File: src/rtl/bythoven_pkg.sv
// Constants shared by the instruction fetch stage and the note player decoder.
package bythoven_pkg;

    localparam int INS_W = 16;
    localparam int ADDR_W = 18;
    localparam logic [INS_W-1:0] HALT_WORD = 16'hFFFF;

    typedef enum logic [1:0] {
        FS_IDLE = 2'd0,
        FS_WAIT = 2'd1,
        FS_HALT = 2'd2
    } fetch_state_e;

endpackage

File: src/rtl/sync_fifo.sv
// Synchronous FIFO with occupancy count and a clear that wins over push/pop.
module sync_fifo #(
    parameter int WIDTH = 16,
    parameter int DEPTH = 4
) (
    input  logic                     clk,
    input  logic                     rst,
    input  logic                     i_clr,
    input  logic                     i_push,
    input  logic [WIDTH-1:0]         i_data,
    input  logic                     i_pop,
    output logic [WIDTH-1:0]         o_data,
    output logic                     o_valid,
    output logic [$clog2(DEPTH):0]   o_level
);

    localparam int PTR_W = $clog2(DEPTH);
    localparam int LVL_W = PTR_W + 1;

    logic [WIDTH-1:0] r_mem [DEPTH];
    logic [PTR_W-1:0] r_wr_ptr;
    logic [PTR_W-1:0] r_rd_ptr;
    logic [LVL_W-1:0] r_level;

    logic w_full;
    logic w_empty;
    logic w_wr_en;
    logic w_rd_en;

    assign w_full  = (r_level == LVL_W'(DEPTH));
    assign w_empty = (r_level == '0);
    assign w_wr_en = i_push && !w_full;
    assign w_rd_en = i_pop && !w_empty;

    always_ff @(posedge clk) begin
        if (rst || i_clr) begin
            r_wr_ptr <= '0;
            r_rd_ptr <= '0;
            r_level  <= '0;
        end else begin
            if (w_wr_en) begin
                r_wr_ptr <= r_wr_ptr + 1'b1;
            end
            if (w_rd_en) begin
                r_rd_ptr <= r_rd_ptr + 1'b1;
            end
            case ({w_wr_en, w_rd_en})
                2'b10:   r_level <= r_level + 1'b1;
                2'b01:   r_level <= r_level - 1'b1;
                default: r_level <= r_level;
            endcase
        end
    end

    // Storage is not reset; the head is masked to zero while empty instead.
    always_ff @(posedge clk) begin
        if (w_wr_en) begin
            r_mem[r_wr_ptr] <= i_data;
        end
    end

    assign o_valid = !w_empty;
    assign o_data  = w_empty ? '0 : r_mem[r_rd_ptr];
    assign o_level = r_level;

endmodule

File: src/rtl/ins_fetch.sv
// Instruction prefetch: sequential async-SRAM reads into a small FIFO, stopping at the halt word.
module ins_fetch #(
    parameter int                              ADDR_W      = bythoven_pkg::ADDR_W,
    parameter int                              DEPTH       = 4,
    parameter int                              WAIT_CYCLES = 2,
    parameter logic [ADDR_W-1:0]               START_ADDR  = '0,
    parameter logic [ADDR_W-1:0]               END_ADDR    = '1,
    parameter logic [bythoven_pkg::INS_W-1:0]  HALT_WORD   = bythoven_pkg::HALT_WORD
) (
    input  logic                              CLK,
    input  logic                              RST,
    input  logic                              restart,
    output logic [ADDR_W-1:0]                 SRAM_A,
    output logic                              SRAM_CE,
    output logic                              SRAM_OE,
    output logic                              SRAM_LB,
    output logic                              SRAM_UB,
    output logic                              SRAM_WE,
    input  logic [bythoven_pkg::INS_W-1:0]    SRAM_D,
    output logic [bythoven_pkg::INS_W-1:0]    ins_data,
    output logic                              ins_valid,
    input  logic                              ins_ready,
    output logic                              halted,
    output logic [$clog2(DEPTH):0]            level
);

    import bythoven_pkg::*;

    localparam int LVL_W = $clog2(DEPTH) + 1;
    localparam int CNT_W = (WAIT_CYCLES > 1) ? $clog2(WAIT_CYCLES) : 1;

    fetch_state_e      r_state;
    logic [ADDR_W-1:0] r_pc;
    logic [ADDR_W-1:0] r_sram_a;
    logic [CNT_W-1:0]  r_cnt;
    logic              r_halted;

    logic              w_space;
    logic              w_capture;
    logic              w_push;
    logic              w_pop;
    logic              w_valid;
    logic [INS_W-1:0]  w_head;
    logic [LVL_W-1:0]  w_level;

    function automatic logic [ADDR_W-1:0] next_pc(input logic [ADDR_W-1:0] pc);
        return (pc == END_ADDR) ? START_ADDR : pc + 1'b1;
    endfunction

    assign w_space   = (w_level < LVL_W'(DEPTH));
    assign w_capture = (r_state == FS_WAIT) && (r_cnt == '0);
    // A restart in the capture cycle discards the in-flight word.
    assign w_push    = w_capture && !restart;
    assign w_pop     = w_valid && ins_ready;

    always_ff @(posedge CLK) begin
        if (RST) begin
            r_state  <= FS_IDLE;
            r_pc     <= START_ADDR;
            r_sram_a <= START_ADDR;
            r_cnt    <= '0;
            r_halted <= 1'b0;
        end else if (restart) begin
            r_state  <= FS_IDLE;
            r_pc     <= START_ADDR;
            r_cnt    <= '0;
            r_halted <= 1'b0;
        end else begin
            case (r_state)
                FS_IDLE: begin
                    if (w_space) begin
                        r_sram_a <= r_pc;
                        r_cnt    <= CNT_W'(WAIT_CYCLES - 1);
                        r_state  <= FS_WAIT;
                    end
                end
                FS_WAIT: begin
                    if (r_cnt != '0) begin
                        r_cnt <= r_cnt - 1'b1;
                    end else begin
                        r_pc <= next_pc(r_pc);
                        if (SRAM_D == HALT_WORD) begin
                            r_state  <= FS_HALT;
                            r_halted <= 1'b1;
                        end else begin
                            r_state <= FS_IDLE;
                        end
                    end
                end
                FS_HALT: begin
                    r_state <= FS_HALT;
                end
                default: begin
                    r_state <= FS_IDLE;
                end
            endcase
        end
    end

    sync_fifo #(
        .WIDTH (INS_W),
        .DEPTH (DEPTH)
    ) u_fifo (
        .clk     (CLK),
        .rst     (RST),
        .i_clr   (restart),
        .i_push  (w_push),
        .i_data  (SRAM_D),
        .i_pop   (w_pop),
        .o_data  (w_head),
        .o_valid (w_valid),
        .o_level (w_level)
    );

    assign SRAM_A    = r_sram_a;
    assign SRAM_CE   = 1'b0;
    assign SRAM_OE   = 1'b0;
    assign SRAM_LB   = 1'b0;
    assign SRAM_UB   = 1'b0;
    assign SRAM_WE   = 1'b1;
    assign ins_data  = w_head;
    assign ins_valid = w_valid;
    assign halted    = r_halted;
    assign level     = w_level;

endmodule

File: config.mk
export PLATFORM = sky130hd
export DESIGN_NAME = ins_fetch
export DESIGN_NICKNAME = d
export VERILOG_FILES = /design/src/rtl/bythoven_pkg.sv /design/src/rtl/sync_fifo.sv /design/src/rtl/ins_fetch.sv
export SDC_FILE = /design/constraint.sdc
export NUM_CORES = 1
export LEC_CHECK = 0
export CAP_MARGIN = 10
export CORE_MARGIN = 2
export CORE_UTILIZATION = 40
export CTS_CLUSTER_SIZE = 12
export DETAILED_ROUTE_END_ITERATION = 10
export GPL_ROUTABILITY_DRIVEN = 0
export PLACE_DENSITY = 0.71
export SKIP_CTS_REPAIR_TIMING = 1
export SYNTH_ARGS = -nofsm -noshare
export SYNTH_HDL_FRONTEND = slang
export SYNTH_SLANG_ARGS = --single-unit
export TNS_END_PERCENT = 30
File: constraint.sdc
create_clock -name CLK -period 3.5 [get_ports CLK]
set_input_delay 0.525 -clock CLK [delete_from_list [all_inputs] [get_ports CLK]]
set_output_delay 0.525 -clock CLK [all_outputs]
set_load 0.05 [all_outputs]
== Word level (Yosys, flattened, before mapping) ==
Memory sizes are Yosys's and may differ from the RTL's. A register that Yosys moved wholly into a read port is not among the register bits.
Index checks and enable logic that the tools add are counted.
Word-level totals
  output and inout port bits: 44
  bits in latches: 0
  RAM bits: 64
  input bits: 20
  bits in read-only memories: 0
  flip-flop bits (word level): 47
  logic and storage cells: 60
  memories: 1
Memories
  u_fifo.r_mem: depth 4, width 16, rd ports 1, clocked after Yosys merged registers in 1, write ports 1, RTL line sync_fifo.sv:20  | logic [WIDTH-1:0] r_mem [DEPTH];
Operators by class
  add/sub/neg operators: 6
  bitwise gates (word level): 2
  shift-type cells: 0
  multiplexer cells: 14
  divide/modulo/power cells: 0
  equality and inequality tests: 9
  reductions and logical operators: 19
  $mul: 0
  $lt $le $gt $ge: 1
Operators by type and width (number)
  adder 18 x 1 -> 18 bit (second input constant): 1
  equality test 18 bit (second input constant): 1
  two-way mux 18 bit: 1
  equality test 16 bit (second input constant): 1
  two-way mux 16 bit: 1
  two-way mux 2 bit: 5
  case mux 2 bit (3 select lines): 1
  case mux 3 bit (2 select lines): 1
  AND reduction 2 bit: 3
  AND reduction 3 bit: 2
  logical AND 1 bit: 5
  adder 2 x 1 -> 2 bit (second input constant): 2
  equality test 2 x 1 -> 1 bit (second input constant): 2
  equality test 2 bit (second input constant): 2
  two-way mux 1 bit: 4
  inequality test 2 bit (second input constant): 2
  nonzero test 2 bit: 2
  adder 3 x 1 -> 3 bit (second input constant): 1
  equality test 3 bit (second input constant): 1
  zero test 1 bit: 3
  zero test 3 bit: 1
  less-than comparator 3 bit (second input constant): 1
  subtractor 3 x 1 -> 3 bit (second input constant): 1
  zero test 2 bit: 1
  other kinds (5): 6

== Longest topological paths before layout ==
  depth after elaboration: 6
  gate-level depth with buffers: 12
  depth with buffers taken out: 10

== Modules after synthesis ==
From an unflattened synthesis, not the netlist that was laid out.
Unflattened totals
  cell total of the unflattened synthesis: 370
  area total of the unflattened synthesis: 4679.5 sq um
Modules (own cells, without submodules)
  sync_fifo: cells an instance 158, instances 1, area an instance 2965.3 sq um, seq. area each 2102.0 sq um
  ins_fetch: cells an instance 212, instances 1, area an instance 1714.1 sq um, seq. area each 800.8 sq um

== Least setup slack after synthesis ==
Ideal clock, no wire load.
  kind: reg2out
  start: register u_fifo.r_level[2] (netlist: u_fifo.o_level[2])
  end: output port ins_data[10] in the netlist's numbering
  cell stages (with the launch flop): 5
  setup slack: 0.788 ns
  data required time: 2.975 ns
  arrival time: 2.187 ns
  path buffers: 2
  cell sequence: dfxtp_1 -> or3_1 -> clkbuf_1 -> clkbuf_1 -> and2_1
Between the ends
  word-level cells in the longest chain between the ends: 2
Ends and longest elaborated chain
  from (decl): RTL line sync_fifo.sv:23  | logic [LVL_W-1:0] r_level;
  from (signal assigned): RTL line sync_fifo.sv:48  | 2'b10: r_level <= r_level + 1'b1;
  from (signal assigned): RTL line sync_fifo.sv:49  | 2'b01: r_level <= r_level - 1'b1;
  from (signal assigned): RTL line sync_fifo.sv:50  | default: r_level <= r_level;
  zero test 3 bit: RTL line sync_fifo.sv:31  | assign w_empty = (r_level == '0);
  two-way mux 16 bit: RTL line sync_fifo.sv:63  | assign o_data = w_empty ? '0 : r_mem[r_rd_ptr];
  to (decl): RTL line ins_fetch.sv:20  | output logic [bythoven_pkg::INS_W-1:0] ins_data,
Every way passes these cells.

==> metrics <==
Mapped Cells 364; Leak 0.00192 uW; Yosys warnings 0; hold depth 2; layout cells sized above 1 0.138; Root Driver clkbuf_16; Worst EP arrival 2.40 ns; initial core utilization 0.405; Synth Area in Adders 0.0207; GR peak layer met2; initial antenna violation count 0; grt met1 use 0.182; ys flop type edfxtp_1; commonest cells after routing, fill and taps aside 64 x edfxtp_1, 58 x clkdlybuf4s50_1, 49 x dfxtp_1, 49 x nand2_1, 28 x a21oi_1; clk_lat worst skew 0.40 ns; All-Layer GR Usage 0.155; Worst Hold Slack 0.459 ns; die footprint 12,300 um2; Worst Skew 0.00516 ns; Slew headroom 0.394; Die Span X 111 um; Post-route DRC 0; Core Region 11,300 um2; setup repair after global routing missed its margin false; Synth top area share 0.419; final wirelength 9.04 mm; critical path data required time 2.97 ns; worst setup path category reg2out; period utilization 0.837; first drt pass iteration count 4; cts bufs inserted 17; FF-to-FF path depth 10; Internal Power 2570 uW; critical path cell sequence buf_4 > mux4_2 > and2_1 > clkdlybuf4s50_1; endpoints failing setup 0; Post-Synth XOR/XNOR Area 0.0286; Switching Fraction 0.207; Synth area leaders edfxtp_1 42%, dfxtp_1 21%, mux4_2 7.9%; synth unique cells 41; CP peak stage delay 0.69 ns; hpwl dp 6.00 mm; flops & latches, synth 113; Clk network pwr share 0.526; combinational family with the most area after synthesis simple AND/OR/NAND/NOR gates; met2 usage 0.261; DP Cell Count 554; site row count 39; Final #Nets 457; commonest non-fill, non-tap cell in the layout edfxtp_1; vias in the first global route 3,002; Tmin final 2.93 ns; Crit. End Element output pin; # IOs 64; Die Y 111 um; Seq pwr share 0.437; post-route insts no fill 586; grt total ovfl 0; register area share after synthesis 0.633; Crit Path Max Fanout 9; starting DRC count in detailed routing 121; pwr dens 549 nW/um2; Critical-path top delay cell clkdlybuf4s50_1; Max VDD drop 0.275 mV; wire per inst 15.4 um; Post-synth EDFFs 64; Final Hold Vio Count 0; post-synthesis compound-gate area fraction 0.0480; mux cell area share after synthesis 0.0829; largest net degree at the start of global routing 22; Mapped Avg Cell Area 12.6 um2; area added between synthesis and finish 28.6%; area leader, netlist edfxtp_1; grt met3 use 0.0426; clock buffer depth 2; CTS tree built; Logic pwr share 0.037; routed via count 2,955; Max Cap Viol 0; post-synthesis simple-gate area fraction 0.150; Setup TNS Final 0 ns; first-pass GRT wire length 14.9 mm; HP Class reg2reg; Tightest Pin Transition 0.907 ns; number of routed nets with antenna violations 0; FFs w/ async S/R, synth 0; CP Launch Type register; outcome completed; # diodes 0; Slew Viols, Final 0; clk slew on worst S/H paths 0.05 ns; Port-buffer cells 58; Fmax 341 MHz; Post-Syn Area 4590 um2; detailed-route vias per instance 5.04; Sink Count 113; H-tree levels 4; switching power 669 uW
==> stage by stage <==
step / utilization / power [uW] / setup slack [ns] / instance area (um2)
final: 0.521 / 3240 / 0.571 / 5900
after global routing: 0.521 / 3340 / 0.436 / 5900
after CTS: 0.521 / 3270 / 0.515 / 5900
after floorplan: - / 1510 / 0.788 / 4600
after detailed placement: 0.469 / 1560 / 0.761 / 5310
after global placement: 0.469 / 1560 / 0.880 / 5310
==> metal layers <==
| metal | routed length, um | share of wire |
|---|---|---|
| met1 | 3890 | 0.43 |
| met2 | 4540 | 0.50 |
| met3 | 472 | 0.052 |
| met4 | 141 | 0.016 |
| met5 | 0 | 0 |
==> power by group through the flow <==
stage               Combinational, uW  Sequential [uW]  Clock, uW
finish                            120             1420       1700
global route                      129             1420       1790
CTS                               121             1420       1730
detailed placement                120             1440          0
global placement                  118             1440          0
floorplan                        71.3             1440          0
==> cell type report <==
class | count | area, um2
multi-input combinational | 222 | 1540
fill | 971 | 5420
inverter | 9 | 33.8
timing repair buffer | 67 | 648
sequential | 113 | 2900
clock inverter | 14 | 164
tap | 143 | 179
clock buffer | 18 | 429
==> worst paths after layout <==
check             slack, ns           endpoint       start
setup / recovery       0.57        ins_data[0]    register
hold / removal         0.46          SRAM_A[8]   SRAM_A[8]
setup reg to reg       0.79  u_fifo.o_level[2]  r_state[0]
hold reg to reg        0.46          SRAM_A[8]   SRAM_A[8]
==> logic make-up after synthesis <==
kind of cell	count (synthesis)
simple gates	138
flops	113
compound gates	39
buf+inv	32
mux	18
xor+xnor	15
fa+ha+maj	7
other cells	2
==> worst max-delay path, delay by kind of cell, from the launching register on <==
kind	cells	cell delay, ns
mux	1	0.55
buf+inv	2	0.93
simple gates	1	0.18
flops	1	0.34
==> synth_stat cells, types with 2 or more instances <==
cell	count
nand4_1	10
and2_1	21
dfxtp_1	49
xor2_1	8
or3_1	4
and4_1	3
mux2i_1	2
a31oi_1	2
clkbuf_1	12
conb_1	2
o21ai_0	2
buf_4	6
edfxtp_1	64
ha_1	6
nand3_1	8
or4_1	4
or2_2	2
o31ai_1	2
buf_6	2
xnor2_1	7
a21oi_1	28
nor3_1	4
nor4_1	2
inv_1	9
buf_2	2
nor2_1	25
nand2_1	49
mux4_2	16
==> state kept, by name (all words and copies together), names as in the netlist, named ones only <==
signal,cells
SRAM_A,18
halted,1
r_cnt,1
r_pc,18
r_state,2
u_fifo.o_level,3
u_fifo.r_mem,64
u_fifo.r_rd_ptr,2
u_fifo.r_wr_ptr,2
(Power assumes the default switching activity.)
